--- config.mk ---
export PLATFORM = sky130hd
export DESIGN_NAME = pwm_multichannel_flat
export DESIGN_NICKNAME = d
export VERILOG_FILES = /design/src/rtl/pwm_multichannel_if.sv /design/src/rtl/pwm_multichannel.sv /design/src/flat_wrapper.sv
export SDC_FILE = /design/constraint.sdc
export NUM_CORES = 1
export LEC_CHECK = 0
export CAP_MARGIN = 40
export CORE_MARGIN = 2
export CORE_UTILIZATION = 40
export CTS_BUF_LIST = sky130_fd_sc_hd__clkbuf_8
export DETAILED_ROUTE_END_ITERATION = 10
export PLACE_DENSITY = 0.6
export SYNTH_ARGS = -nofsm -noshare
export SYNTH_HDL_FRONTEND = slang
export SYNTH_SLANG_ARGS = --single-unit
--- constraint.sdc ---
create_clock -name clk -period 5.19 [get_ports clk]
set_input_delay 1.038 -clock clk [delete_from_list [all_inputs] [get_ports clk]]
set_output_delay 1.038 -clock clk [all_outputs]
set_load 0.05 [all_outputs]
--- src/rtl/pwm_multichannel_if.sv ---
// Duty-cycle write port of the multi-channel PWM block.
// The register bank drives it through the master modport, and the PWM core samples it through the slave modport.
interface pwm_multichannel_if #(
  parameter int unsigned CHANNELS  = 16,
  parameter int unsigned CNT_WIDTH = 8
) ();
  localparam int unsigned CH_W = (CHANNELS > 1) ? $clog2(CHANNELS) : 1;

  logic                 wr_en;
  logic [CH_W-1:0]      wr_ch;
  logic [CNT_WIDTH-1:0] wr_duty;

  modport master (output wr_en, output wr_ch, output wr_duty);
  modport slave  (input  wr_en, input  wr_ch, input  wr_duty);
endinterface

--- src/rtl/pwm_multichannel.sv ---
// Multi-channel PWM with a shared prescaler and period counter.
// Each channel has a double-buffered duty cycle, output gating and polarity.
module pwm_multichannel #(
  parameter int unsigned CHANNELS       = 16,
  parameter int unsigned CNT_WIDTH      = 8,
  parameter int unsigned PRESCALE_WIDTH = 12
) (
  input  logic                      clk,
  input  logic                      rst_n,
  pwm_multichannel_if.slave         wr_if,
  input  logic [CHANNELS-1:0]       en_out_i,
  input  logic [CHANNELS-1:0]       en_pwm_i,
  input  logic [CHANNELS-1:0]       polarity_i,
  input  logic [PRESCALE_WIDTH-1:0] prescale_i,
  output logic [CHANNELS-1:0]       out_o,
  output logic                      period_start_o
);
  localparam int unsigned CH_W = (CHANNELS > 1) ? $clog2(CHANNELS) : 1;

  logic [PRESCALE_WIDTH-1:0] pre_q, pre_d;
  logic [CNT_WIDTH-1:0]      cnt_q, cnt_d;
  logic [CNT_WIDTH-1:0]      pending_q [CHANNELS];
  logic [CNT_WIDTH-1:0]      pending_d [CHANNELS];
  logic [CNT_WIDTH-1:0]      active_q  [CHANNELS];
  logic [CNT_WIDTH-1:0]      active_d  [CHANNELS];
  logic [CHANNELS-1:0]       out_d;
  logic [CHANNELS-1:0]       raw_c;
  logic                      tick_c;
  logic                      wrap_c;
  logic                      wr_hit_c;

  // Using >= lets a lowered prescale take effect at once instead of wrapping the prescaler.
  always_comb begin
    tick_c = (pre_q >= prescale_i);
    pre_d  = tick_c ? '0 : pre_q + PRESCALE_WIDTH'(1);
    cnt_d  = tick_c ? cnt_q + CNT_WIDTH'(1) : cnt_q;
    wrap_c = tick_c && (&cnt_q);
  end

  // A write coinciding with the wrap is passed straight through to the active value.
  always_comb begin
    wr_hit_c = wr_if.wr_en && (32'(wr_if.wr_ch) < CHANNELS);
    for (int i = 0; i < CHANNELS; i++) begin
      pending_d[i] = pending_q[i];
      if (wr_hit_c && (wr_if.wr_ch == CH_W'(i))) begin
        pending_d[i] = wr_if.wr_duty;
      end
      active_d[i] = wrap_c ? pending_d[i] : active_q[i];
    end
  end

  // Compare against next-state values so that out_o stays aligned with cnt_q.
  always_comb begin
    raw_c = '0;
    out_d = '0;
    for (int i = 0; i < CHANNELS; i++) begin
      raw_c[i] = !en_pwm_i[i] || (&active_d[i]) || (cnt_d < active_d[i]);
      out_d[i] = (en_out_i[i] & raw_c[i]) ^ polarity_i[i];
    end
  end

  always_ff @(posedge clk or negedge rst_n) begin
    if (!rst_n) begin
      pre_q          <= '0;
      cnt_q          <= '0;
      out_o          <= '0;
      period_start_o <= 1'b0;
      for (int i = 0; i < CHANNELS; i++) begin
        pending_q[i] <= '0;
        active_q[i]  <= '0;
      end
    end else begin
      pre_q          <= pre_d;
      cnt_q          <= cnt_d;
      out_o          <= out_d;
      period_start_o <= wrap_c;
      for (int i = 0; i < CHANNELS; i++) begin
        pending_q[i] <= pending_d[i];
        active_q[i]  <= active_d[i];
      end
    end
  end
endmodule

--- src/flat_wrapper.sv ---
// flat-port wrapper written by rule: the top's interface ports become plain ports
module pwm_multichannel_flat 
#(
  parameter int unsigned CHANNELS       = 16,
  parameter int unsigned CNT_WIDTH      = 8,
  parameter int unsigned PRESCALE_WIDTH = 12
)
  (clk, rst_n, en_out_i, en_pwm_i, polarity_i, prescale_i, out_o, period_start_o, wr_if_wr_en, wr_if_wr_ch, wr_if_wr_duty);
  pwm_multichannel_if #(.CHANNELS(CHANNELS), .CNT_WIDTH(CNT_WIDTH)) wr_if_i ();
  input  logic clk;
  input  logic rst_n;
  input  logic [CHANNELS-1:0] en_out_i;
  input  logic [CHANNELS-1:0] en_pwm_i;
  input  logic [CHANNELS-1:0] polarity_i;
  input  logic [PRESCALE_WIDTH-1:0] prescale_i;
  output logic [CHANNELS-1:0] out_o;
  output logic period_start_o;
  input wire logic [$bits(wr_if_i.wr_en)-1:0] wr_if_wr_en;
  input wire logic [$bits(wr_if_i.wr_ch)-1:0] wr_if_wr_ch;
  input wire logic [$bits(wr_if_i.wr_duty)-1:0] wr_if_wr_duty;
  assign wr_if_i.wr_en = wr_if_wr_en;
  assign wr_if_i.wr_ch = wr_if_wr_ch;
  assign wr_if_i.wr_duty = wr_if_wr_duty;
  pwm_multichannel #(.CHANNELS(CHANNELS), .CNT_WIDTH(CNT_WIDTH), .PRESCALE_WIDTH(PRESCALE_WIDTH)) u_core (.clk(clk), .rst_n(rst_n), .wr_if(wr_if_i), .en_out_i(en_out_i), .en_pwm_i(en_pwm_i), .polarity_i(polarity_i), .prescale_i(prescale_i), .out_o(out_o), .period_start_o(period_start_o));
endmodule
Yosys cells after proc, flatten, opt, wreduce, memory -nomap -nowiden

Index checks and enable logic that the tools add are counted.

$add $sub $neg: 2
Magnitude comparators: 17
Equal/unequal tests: 15
Multiplexer cells: 34
Bitwise operators: 32
Reduce and logical (&&, ||, !) cells: 83

Operator list:

| operator                | number |
|---|---|
| $mux W8                 | 33 |
| $reduce_and A8 Y1       | 17 |
| $lt A8 B8 Y1            | 16 |
| $eq A4 B4 Y1 const B    | 8 |
| $logic_or A1 B1 Y1      | 32 |
| $logic_and A1 B1 Y1     | 17 |
| $and A1 B1 Y1           | 16 |
| $eq A4 B3 Y1 const B    | 4 |
| $logic_not A1 Y1        | 16 |
| $xor A1 B1 Y1           | 16 |
| $add A12 B1 Y12 const B | 1 |
| $ge A12 B12 Y1          | 1 |
| $mux W12                | 1 |
| $add A8 B1 Y8 const B   | 1 |
| $eq A4 B2 Y1 const B    | 2 |
| $eq A4 B1 Y1 const B    | 1 |
| $logic_not A4 Y1        | 1 |

Register bits: 293
Output and inout bits: 17
Word-level logic and storage cells: 219

Depth between registers and ports, before layout

Word-level depth: 9
Gate-level depth with buffers: 23
Gate-level depth less buffers: 18

Worst setup path before layout

No wires, ideal clock.

Kind: input to register
From: input prescale_i[9]
To: register u_core.out_o[10]
Library setup time: 0.139 ns
Data arrival time: 5.217 ns
Path slack: -0.166 ns
Cell stages on the path: 16
Buffers on the path: 0
Path through: inv_1 ha_1 nand2_1 nor4_4 a31oi_4 nand2_1 nand4_1 or2_2 xnor2_1 ha_1 a21o_1 a21o_1 a21oi_1 nor2_1 mux2_1 or4b_1

Elaborated cells between the ends (all ways): 10

RTL lines:

| element              | line                   | source |
|---|---|---|
| start, declared      | flat_wrapper.sv:15     | `input logic [PRESCALE_WIDTH-1:0] prescale_i;` |
| $ge A12 B12 Y1       | pwm_multichannel.sv:34 | `tick_c = (pre_q >= prescale_i);` |
| $mux W8              | pwm_multichannel.sv:36 | `cnt_d = tick_c ? cnt_q + CNT_WIDTH'(1) : cnt_q;` |
| via u_core.cnt_d[5]  | pwm_multichannel.sv:21 | `logic [CNT_WIDTH-1:0] cnt_q, cnt_d;` |
| $lt A8 B8 Y1         | pwm_multichannel.sv:57 | `raw_c[i] = !en_pwm_i[i] \|\| (&active_d[i]) \|\| (cnt_d < active_d[i]);` |
| $logic_or A1 B1 Y1   | pwm_multichannel.sv:57 |  |
| $and A1 B1 Y1        | pwm_multichannel.sv:58 | `out_d[i] = (en_out_i[i] & raw_c[i]) ^ polarity_i[i];` |
| $xor A1 B1 Y1        | pwm_multichannel.sv:58 |  |
| via u_core.out_d[10] | pwm_multichannel.sv:26 | `logic [CHANNELS-1:0] out_d;` |
| end signal, assigned | pwm_multichannel.sv:75 | `out_o <= out_d;` |
| end, declared        | pwm_multichannel.sv:15 | `output logic [CHANNELS-1:0] out_o,` |

The timed path passes the listed nets, and every way through them passes these cells.

Worst setup path in the final report

Ends and elaborated chain as after synthesis.

==> results.txt <==
The placed instances occupy a cell area of around 18000 um^2. The leakage dissipation is approximately 10 nW. The cell area after synthesis came out at 15800 um^2. In this run the number of H-tree levels came out at 2. The post-synthesis cell type count came out at 63.

The worst-case IR drop observed on VDD is around 0.00018 V. The clock sink count is 293. The yosys synthesis warning count is 0. The detailed router placed 11724 vias in this run. The final non-filler cell total is 2295. The shortest period the worst path allows is approximately 4800 ps.

Buffers placed on the I/O ports in this run total 91. Counting flops and latches in the post-synthesis netlist gives 293. After synthesis, flip-flops and latches occupy 46.5% of the total area. The cts-stage hold buffer count is 0. The end of the worst register-to-register path is u_core.out_o[10].

The final hold violation count is 0. The effective utilization at floorplan is 40.7%. Summed over all nets, the half-perimeter wirelength after detailed placement is around 28000 um. The core footprint came out at 38700 um^2.

The min-delay analysis places its worst path in the category input port to asynchronous set/reset pin. The number of max-slew violations in the final report came out at 0. The die width is just over 200 um. Of all flip-flops after synthesis, the portion carrying an async set or reset was 100%. The arrival time reported for the critical path endpoint came out at approximately 5300 ps. The post-route fraction of the period consumed by the critical path is 92.7%. The synthesized netlist net count is 1740.

The tree is rooted in a sky130_fd_sc_hd__clkbuf_8. The worst setup path is of the input port to register kind. The number of maximum-capacitance constraint violations is 0. Setup repair after global routing left no endpoint under its margin. The clock buffer count from CTS came out at 52. The layout overhead on the synthesized area came out at 20.1%. The mean post-synth cell area is 10.1 um^2. The number of cells after detailed placement is 2200.

The via count normalized by instance count is between 5 and 6. The library cell used most frequently in the layout, excluding fill and tap cells, is sky130_fd_sc_hd__dfrtp_1. Summing all non-filler instances in the final layout gives an area of 18900 um^2.

The ratio of cells with drive above 1 in the final layout is 12.0%. The worst-path maximum fanout is 8. The TritonCTS clock tree is done.

The number of DRC markers in iteration 0 came out at 677. Across all register-to-register paths, the minimum setup slack is 890 ps. The run finished with clean final reports. The net count reported at finish came out at 1918. In the routed design, unresolved DRC markers number 0.

The top cell types in the final layout, fill and taps aside, are 293 x sky130_fd_sc_hd__dfrtp_1, 273 x sky130_fd_sc_hd__inv_1, 151 x sky130_fd_sc_hd__nor2_1, 125 x sky130_fd_sc_hd__mux2i_1, 107 x sky130_fd_sc_hd__ha_1. Counting flops with a built-in enable in the synthesized netlist gives 0. The final clock skew is about 26 ps. The residual antenna-violating net count after detailed routing came out at 0. The initial antenna violation count is 0. The startpoint identified for the worst register-to-register timing path is u_core.pre_q[9]. The worst pin sits at a relative slew slack of between 30% and 40%.

The die outline area is 41000 um^2. The number of iterations in the first detailed-routing pass is 5. The cell count of the worst reg-to-reg path came out at 16. For the worst-skew pair, the clock arrives at the later sink with an insertion delay of 600 ps. The worst endpoint required time came out at 5630 ps. Global routing used between 20% and 30% of the available tracks across all layers. Dividing the detail-routed wire length by the instance count gives 17.8 um.

The clock tree buffer depth is 3. The achievable clock frequency came out at 208 MHz. The cell count after synthesis is about 1600.

The critical path launch point type is an input port. The via count of the first global-routing pass was 12188. The number of post-CTS setup repair buffers is 0.

slightly above 90 I/O pins were placed. The total inserted antenna cells is 0. For this design the ratio of total power to cell area is between 300 and 400 nW/um^2. Entering global routing, the biggest net connects 120 pins. STA classifies the critical path endpoint as a register. At the pin with the least slew margin, the transition time is 953 ps. The height of the die is 203 um. Routability-driven placement finished with a final weighted congestion of 0.844.

The total congestion overflow after global routing is 0. Clock-pin slew was measured on the worst setup and hold paths at 60 ps. The most common flop cell mapped by yosys is sky130_fd_sc_hd__dfrtp_1. After detailed routing, the total wire length is 40700 um.

The wire length of the first global-routing pass is 66000 um. The quantity of gates resized following cts is 0. After floorplanning, the core was divided into 72 placement rows. The final setup violation count is 0.
## sequential cells by signal, summed over array words and instances (netlist names)
register / count
u_core.cnt_q: 8
u_core.period_start_o: 1
u_core.pending_q: 128
u_core.out_o: 16
u_core.active_q: 128
u_core.pre_q: 12
## logic make-up (layout without fill, tap and decap cells)
logic type                 after synthesis  in the layout  synth area share (%)
adders and majority gates              108            108                  8.56
and+or+nand+nor                        388            388                  12.9
muxes                                  159            159                  10.4
AOI/OAI and AO/OA                      284            284                  12.7
buffers and inverters                  307            526                  7.76
xor gates and xnor gates                19             19                  1.17
DFF                                    293            293                  46.5
## per-stage QoR
step | power, mW | hold slack, ps | setup TNS (ps) | setup WS, ps | util, %
after global routing | 7.75 | 528 | 0 | 149 | 48.9
after CTS | 7.37 | 505 | 0 | 393 | 48.9
after global placement | 4.99 | 483 | -1130 | -170 | 45.9
final | 7.30 | 475 | 0 | 378 | 48.9
after detailed placement | 5.05 | 487 | -1790 | -222 | 46.0
after floorplan | 4.20 | 464 | 0 | 33.3 | -
## routing by layer
metal | part of all wire (%) | global-route usage (%) | routed length, um
met5 | 0 | 0 | 0
met4 | 2.6 | 6.60 | 1060
met3 | 2.9 | 2.55 | 1200
met2 | 47 | 34.1 | 19200
met1 | 47 | 27.7 | 19300
## worst max-delay path, cell delays in order
cell	delay [ps]
sky130_fd_sc_hd__clkdlybuf4s50_1	460
sky130_fd_sc_hd__inv_1	50
sky130_fd_sc_hd__ha_1	290
sky130_fd_sc_hd__nand2_1	110
sky130_fd_sc_hd__nor4_4	360
sky130_fd_sc_hd__a31oi_4	140
sky130_fd_sc_hd__nand2_1	130
sky130_fd_sc_hd__nand4_1	200
sky130_fd_sc_hd__or2_2	390
sky130_fd_sc_hd__xnor2_2	160
sky130_fd_sc_hd__buf_4	260
sky130_fd_sc_hd__ha_1	280
sky130_fd_sc_hd__a21o_1	180
sky130_fd_sc_hd__a21o_1	170
sky130_fd_sc_hd__a21oi_1	170
sky130_fd_sc_hd__nor2_1	60
sky130_fd_sc_hd__mux2_1	290
sky130_fd_sc_hd__or4b_1	510
## Yosys cell counts, types with 8 or more instances
master,count,share of area [%]
sky130_fd_sc_hd__ha_1,107,8.5
sky130_fd_sc_hd__o21ai_0,30,0.95
sky130_fd_sc_hd__nand4_1,60,2.4
sky130_fd_sc_hd__inv_1,257,6.1
sky130_fd_sc_hd__nand2_1,40,0.95
sky130_fd_sc_hd__mux2_1,17,1.2
sky130_fd_sc_hd__a31oi_1,11,0.44
sky130_fd_sc_hd__buf_2,25,0.79
sky130_fd_sc_hd__nor2_1,151,3.6
sky130_fd_sc_hd__dfrtp_1,293,47
sky130_fd_sc_hd__nor4_1,26,1.0
sky130_fd_sc_hd__xor2_1,8,0.44
sky130_fd_sc_hd__xnor2_1,10,0.56
sky130_fd_sc_hd__a211o_1,10,0.56
sky130_fd_sc_hd__nand3_1,34,1.1
sky130_fd_sc_hd__or4b_1,9,0.57
sky130_fd_sc_hd__nor2b_1,15,0.60
sky130_fd_sc_hd__a21o_1,95,4.5
sky130_fd_sc_hd__o21ai_1,9,0.29
sky130_fd_sc_hd__mux2_2,17,1.2
sky130_fd_sc_hd__a21oi_1,81,2.6
sky130_fd_sc_hd__clkbuf_1,16,0.38
sky130_fd_sc_hd__mux2i_1,125,7.9
sky130_fd_sc_hd__o311a_1,13,0.83
## where the power goes
| part | switching [mW] | internal (mW) |
|---|---|---|
| Clock | 0.987 | 1.30 |
| Combinational | 1.38 | 0.857 |
| Sequential | 0.153 | 2.61 |
| Total | 2.52 | 4.77 |
## how the worst max path moves through the flow
stage | start | endpoint | slack, ps | cells past startpoint
4_1_cts | prescale_i[9] | u_core.out_o[10] | 390 | 18
6_report | prescale_i[9] | u_core.out_o[10] | 380 | 18
2_1_floorplan | prescale_i[9] | u_core.out_o[10] | 30 | 21
3_5_place_dp | prescale_i[9] | u_core.out_o[8] | -220 | 18
5_1_grt | prescale_i[9] | u_core.out_o[10] | 150 | 18
3_3_place_gp | prescale_i[9] | u_core.out_o[8] | -170 | 18
## cell type report
class	count	area, um^2
multi-input cells	958	7250
inverters	258	971
well taps	518	648
fillers	3616	19800
clock inverters	25	168
repair buffers	173	1610
flip-flops and latches	293	7330
clock buffers	70	963
Power figures use the tool's default switching activity.
